[config.mk]
export PLATFORM = sky130hd
export DESIGN_NAME = ysyx_22050612_ifu
export DESIGN_NICKNAME = d
export VERILOG_FILES = /design/src/rtl/ysyx_22050612_ifu.sv
export SDC_FILE = /design/constraint.sdc
export NUM_CORES = 1
export LEC_CHECK = 0
export BUFFER_PORTS_ARGS = -buffer_cell sky130_fd_sc_hd__clkbuf_2
export CORE_MARGIN = 4
export CORE_UTILIZATION = 42
export CTS_CLUSTER_SIZE = 25
export DETAILED_ROUTE_END_ITERATION = 7
export PLACE_DENSITY = 0.86
export SETUP_SLACK_MARGIN = 0.02
export SYNTH_ARGS = -nofsm -noshare
export SYNTH_HDL_FRONTEND = slang
export SYNTH_SLANG_ARGS = --single-unit
[constraint.sdc]
create_clock -name clk -period 6.1 [get_ports clk]
set_clock_uncertainty 0.1 [all_clocks]
set_input_delay 1.22 -clock clk [delete_from_list [all_inputs] [get_ports clk]]
set_output_delay 1.22 -clock clk [all_outputs]
set_load 0.02 [all_outputs]
[src/rtl/ysyx_22050612_ifu.sv]
// rtl/ysyx_22050612_ifu.sv - single-issue instruction fetch unit; YSYX_22050612_IFU_ALIGN_CHECK_EN enables the dnpc alignment fault
module ysyx_22050612_ifu #(
    parameter logic [63:0] RESET_PC = 64'h0000_0000_8000_0000
) (
    input  logic        clk,
    input  logic        rst,
    output logic        mem_req,
    output logic [63:0] mem_addr,
    input  logic        mem_gnt,
    input  logic        mem_rvalid,
    input  logic [31:0] mem_rdata,
    input  logic        mem_err,
    output logic        inst_valid,
    input  logic        inst_ready,
    output logic [31:0] inst,
    output logic [63:0] inst_pc,
    input  logic        dnpc_valid,
    input  logic [63:0] dnpc,
    output logic        fetch_fault,
    output logic [63:0] fault_pc
);

    typedef enum logic [2:0] {
        S_IDLE  = 3'd0,
        S_FETCH = 3'd1,
        S_WAIT  = 3'd2,
        S_VALID = 3'd3,
        S_EXEC  = 3'd4,
        S_FAULT = 3'd5
    } state_t;

    state_t      state;
    state_t      state_nxt;
    logic [63:0] pc;
    logic [31:0] inst_q;
    logic [63:0] fault_pc_q;

    // A response is only consumed while the fetch is actually outstanding.
    logic resp_fire;
    assign resp_fire = ((state == S_FETCH) && mem_gnt && mem_rvalid) ||
                       ((state == S_WAIT) && mem_rvalid);

    logic dnpc_fire;
    assign dnpc_fire = (state == S_EXEC) && dnpc_valid;

    logic dnpc_misaligned;
`ifdef YSYX_22050612_IFU_ALIGN_CHECK_EN
    assign dnpc_misaligned = (dnpc[1:0] != 2'b00);
`else
    assign dnpc_misaligned = 1'b0;
`endif

    // State register; reset drops any response in flight.
    always_ff @(posedge clk or posedge rst) begin
        if (rst) begin
            state <= S_IDLE;
        end else begin
            state <= state_nxt;
        end
    end

    // Next-state decode of the fetch handshake sequence.
    always_comb begin
        state_nxt = state;
        case (state)
            S_IDLE:  state_nxt = S_FETCH;
            S_FETCH: begin
                if (mem_gnt && mem_rvalid) begin
                    state_nxt = mem_err ? S_FAULT : S_VALID;
                end else if (mem_gnt) begin
                    state_nxt = S_WAIT;
                end
            end
            S_WAIT: begin
                if (mem_rvalid) begin
                    state_nxt = mem_err ? S_FAULT : S_VALID;
                end
            end
            S_VALID: begin
                if (inst_ready) begin
                    state_nxt = S_EXEC;
                end
            end
            S_EXEC: begin
                if (dnpc_valid) begin
                    state_nxt = dnpc_misaligned ? S_FAULT : S_FETCH;
                end
            end
            S_FAULT: state_nxt = S_FAULT;
            default: state_nxt = S_IDLE;
        endcase
    end

    // Handshake outputs depend on state only.
    always_comb begin
        mem_req     = 1'b0;
        inst_valid  = 1'b0;
        fetch_fault = 1'b0;
        case (state)
            S_FETCH: mem_req     = 1'b1;
            S_VALID: inst_valid  = 1'b1;
            S_FAULT: fetch_fault = 1'b1;
            default: ;
        endcase
    end

    // PC, instruction and fault-address registers.
    always_ff @(posedge clk or posedge rst) begin
        if (rst) begin
            pc         <= RESET_PC;
            inst_q     <= 32'd0;
            fault_pc_q <= 64'd0;
        end else begin
            if (resp_fire) begin
                if (mem_err) begin
                    fault_pc_q <= pc;
                end else begin
                    inst_q <= mem_rdata;
                end
            end
            if (dnpc_fire) begin
                if (dnpc_misaligned) begin
                    fault_pc_q <= dnpc;
                end else begin
                    // Low bits are forced to zero so an unchecked target still fetches a word.
                    pc <= dnpc & ~64'd3;
                end
            end
        end
    end

    assign mem_addr = pc;
    assign inst_pc  = pc;
    assign inst     = inst_q;
    assign fault_pc = fault_pc_q;

endmodule
### After elaboration in Yosys (flattened, before gate mapping)

Cells that the tools add are included.

| word-level totals | value |
|---|---|
| bits in registers | 159 |
| logic and storage cells | 34 |
| bits of input ports | 103 |

| operators by class | value |
|---|---|
| mux-type cells | 10 |
| eq/ne operators | 9 |
| reduce and logical (&&, ||, !) cells | 10 |
| bitwise gates (word level) | 1 |

Operators with widths:

| kind | number |
|---|---|
| $mux W3 | 6 |
| $pmux W3 S6 | 1 |
| $eq A3 B2 Y1 const B | 2 |
| $eq A3 B3 Y1 const B | 2 |
| $ne A2 B2 Y1 const B | 3 |
| $logic_and A1 B1 Y1 | 5 |
| $reduce_and A2 Y1 | 2 |
| $reduce_and A4 Y1 | 1 |
| $eq A3 B1 Y1 const B | 1 |
| $logic_not A3 Y1 | 1 |
| $mux W1 | 3 |
| $ne A3 B2 Y1 const B | 1 |
| $logic_or A1 B1 Y1 | 1 |
| $not A1 Y1 | 1 |

### Logic depth before layout (Yosys ltp)

| logic depth | value |
|---|---|
| depth in word-level cells | 5 |
| mapped depth | 6 |

### Least setup slack after synthesis

No wires, ideal clock.

| timing path | value |
|---|---|
| path kind | input to register |
| start point | input port mem_gnt |
| end point | register fault_pc_q[42], in the netlist fault_pc[42] |
| arrival time | 2.280 ns |
| path slack | 3.595 ns |
| required time | 5.875 ns |
| library setup time | 0.125 ns |
| stages | 6 |
| cells stage by stage | nor2b_1 > a21oi_1 > nor3b_1 > buf_2 > buf_4 > mux2_2 |

| on the way | value |
|---|---|
| cells in the longest elaborated chain, start to end | 4 |

RTL lines:

| item | line | text |
|---|---|---|
| start: declaration | 9 | `input logic mem_gnt,` |
| $logic_and A1 B1 Y1 (2 in a row) | 40 | `assign resp_fire = ((state == S_FETCH) && mem_gnt && mem_rvalid) \|\|` |
| $logic_or A1 B1 Y1 | 40 |  |
| $reduce_and A2 Y1 (no line) | -- |  |
| end signal: assignment | 116 | `fault_pc_q <= pc;` |
| end signal: assignment | 123 | `fault_pc_q <= dnpc;` |
| end: declaration | 36 | `logic [63:0] fault_pc_q;` |

No other way between the ends.
A chain may end at the register's enable or synchronous reset.

### Worst setup path in the final report

| timing path | value |
|---|---|
| start point | register state[2] |
| end point | output port fetch_fault |

| on the way | value |
|---|---|
| cells in the longest elaborated chain, start to end | 2 |

RTL lines:

| item | line | text |
|---|---|---|
| start: declaration | 32 | `state_t state;` |
| start signal: assignment | 58 | `state <= state_nxt;` |
| $eq A3 B3 Y1 | 99 | `case (state)` |
| $mux W1 | 99 |  |
| end: declaration | 19 | `output logic fetch_fault,` |

No other way between the ends.

==> metrics.log <==
INFO  metric run_status = completed
INFO  metric final_layout_size_suffix_gt1_share = 66.5%
INFO  metric timing.critical_path.max_delay_family = flip-flops
INFO  metric min_period = 2.77 ns
INFO  metric design.core.area = 0.0153 mm^2
INFO  metric routabilityCongestion = 0.744
INFO  metric layout_common_cells = clkbuf_2, dfrtp_1, mux2_2
INFO  metric critical-path-slowest-cell = dfrtp_1
INFO  metric die_extent_in_y = 134 um
INFO  metric place.detailed.hpwl = 11.0 mm
INFO  metric required = 4.78 ns
INFO  metric timing_worst_slew_pin_value = 0.997 ns
INFO  metric total_leakage_power = 0.00433 uW
INFO  metric portBuffers = 321
INFO  metric ios = 330
INFO  metric met2_layer_usage_reported_by_global_route = 29.5%
INFO  metric worstPathBufferInverterCount = 2
INFO  metric post_synthesis_cell_area = 0.00662 mm^2
INFO  metric hold_path.startpoint = fault_pc[24]
INFO  metric finalCritPeriodShare = 45.4%
INFO  metric slowest_delay = 0.47 ns
INFO  metric critical_path_arrival = 1.45 ns
INFO  metric htreeDepth = 4
INFO  metric multi_input_combinational_cell_area = 0.00199 mm^2
INFO  metric synth.avg_cell_area = 15.2 um^2
INFO  metric cts.path.max_buffers = 2
INFO  metric timing_max_transition_violations_final = 0
INFO  metric power_density = 632 mW/mm^2
INFO  metric post_synth_num_cell_types = 25
INFO  metric grt_use_total = 16.7%
INFO  metric hold-path-cell-count = 1
INFO  metric antenna_found_initial = 0
INFO  metric gr-max-usage-layer = met2
INFO  metric setup_viol = 0
INFO  metric hold_end = fault_pc[24]
INFO  metric clock.fmax = 361 MHz
INFO  metric final_core_utilization = 55.2%
INFO  metric design.die.area = 0.0178 mm^2
INFO  metric timing.rr.start = state[1]
INFO  metric clk-insertion-delay-late = 0.41 ns
INFO  metric antennaDiodeCount = 0
INFO  metric worst-path-max-fanout = 9
INFO  metric clk_pin_slew_worst_paths = 0.06 ns
INFO  metric clock_sink_count = 159
INFO  metric postCtsSetupBuffers = 0
INFO  metric pin_count_of_the_biggest_net_entering_global_routing = 113
INFO  metric fp.dieW = 134 um
INFO  metric post_layout_nonfiller_instances = 924
INFO  metric cts-root-buf = clkbuf_16
INFO  metric dp.cells = 892
INFO  metric final_common_cell = clkbuf_2
INFO  metric postCtsResizedCells = 0
INFO  metric timing.critical_path.cells = inv_1, nor3b_1, clkbuf_2
INFO  metric cts_inserted_buffers = 17
INFO  metric synth-edff-count = 0
INFO  metric worstSetupPathType = reg -> out
INFO  metric number_of_vias_after_detailed_routing = 4331
INFO  metric report.final.hold_viol_count = 0
INFO  metric synth.ff_latch_count = 159
INFO  metric rr_worst_depth = 5
INFO  metric effective_utilization_at_floorplan = 43.2%
INFO  metric routed_wl = 14.9 mm
INFO  metric grt_pass1_vias = 4519
INFO  metric dr.first_iter.drc_count = 90
INFO  metric drt_pass1_iterations = 5
INFO  metric ff_latch_area = 0.00398 mm^2
INFO  metric yosys_warnings = 0
INFO  metric use_met3 = 6.38%
INFO  metric fp-row-count = 45
INFO  metric end_kind = output pin
INFO  metric reg2reg_setup_slack = 3.82 ns
INFO  metric tritoncts = yes
INFO  metric fillers = 1285
INFO  metric hp-class = reg -> reg
INFO  metric cts_hold_buffers = 0
INFO  metric timing.max_slew.rel_slack = 33.5%
INFO  metric finalSetupTns = 0 ns
INFO  metric grt.met1_usage = 18.8%
INFO  metric peakVddDrop = 0.000358 V
INFO  metric nets = 803
INFO  metric startpoint_type = flop
INFO  metric timing.rr.end = fault_pc[11]
INFO  metric gr-total-overflow = 0
INFO  metric vias_per_cell = 4.69
INFO  metric rsz_0062_raised_after_global_routing = no
INFO  metric avgRoutedWirePerCell = 16.1 um
INFO  metric global_route_wire_length_before_repair = 23.5 mm
INFO  metric route.antenna.remaining_nets = 0
INFO  metric synthesis_to_layout_area_growth = 27.7%
INFO  metric maxCapViolCount = 0
INFO  metric drc = 0
INFO  metric ys.flop_type = dfrtp_1
INFO  metric synthArstFlopShare = 100%
INFO  metric report.power.total = 5340 uW
INFO  metric synth_sequential_area_ratio = 60.1%
INFO  metric postSynthCellCount = 436
==> kinds of logic after synthesis <==
| group | Yosys count | synth area share, % |
|---|---|---|
| AO/OA/AOI/OAI | 13 | 1.17 |
| other | 1 | 0.0567 |
| buffers and inverters | 90 | 10.2 |
| AND/OR/NAND/NOR | 17 | 1.83 |
| multiplexers | 156 | 26.5 |
| flip-flops | 159 | 60.1 |
==> final cells by class <==
cell class                 count  area share, %
inverter                       3          0.192
multi-input combinational    192           23.5
clock buffer                  19           5.24
tap                          211           3.12
sequential                   159           47.1
timing repair buffer         327           19.5
clock inverter                13           1.26
==> sequential cells by signal, summed over array words and instances, names as in the netlist <==
name / flops
fault_pc: 62
inst_pc: 62
inst: 32
state: 3
==> worst max path at each step <==
stage	startpoint	to	slack (ns)	cells past startpoint
6_report	state[2]	fetch_fault	3.33	3
5_1_grt	state[2]	fetch_fault	3.18	3
4_1_cts	state[2]	fetch_fault	3.30	3
3_5_place_dp	mem_gnt	fault_pc[16]	3.15	6
3_3_place_gp	mem_gnt	fault_pc[22]	3.18	6
2_1_floorplan	rst	fault_pc[10]	0.49	1
==> cell usage after synthesis (all sizes together), types with 2 or more instances <==
cell type / n / area share [%]
o21ai: 7 / 0.53
nand2b: 2 / 0.19
buf: 86 / 10
a21oi: 3 / 0.23
nand2: 4 / 0.23
inv: 3 / 0.17
dfrtp: 158 / 60
nor3b: 3 / 0.34
nor2b: 2 / 0.19
mux2: 156 / 27
==> report_power, final <==
group / internal [uW] / leakage, uW / switching [uW]
logic: 919 / 0.00213 / 1470
clock network: 539 / 0.000255 / 437
registers: 1580 / 0.00194 / 403
==> routing by layer <==
layer	up-vias	part of all wire, %
met5	-	0
met4	0	1.4
met3	17	8.4
met2	204	53
met1	2146	38
li1	1964	-
==> worst register-to-register path, cell delays in order, from the launching register on <==
cell	delay [ns]
dfrtp_1	0.61
and2b_1	0.24
a21oi_1	0.10
nor3b_2	0.26
buf_4	0.43
mux2_2	0.43
==> metrics by stage <==
stage / hold WS, ns / setup slack (ns) / instance area [um^2]
6_report: 0.383 / 3.33 / 8450
5_1_grt: 0.402 / 3.18 / 8450
4_1_cts: 0.389 / 3.30 / 8450
3_5_place_dp: 0.375 / 3.15 / 7900
3_3_place_gp: 0.366 / 3.18 / 7900
2_1_floorplan: 0.409 / 0.490 / 6640
(Power assumes the default switching activity.)
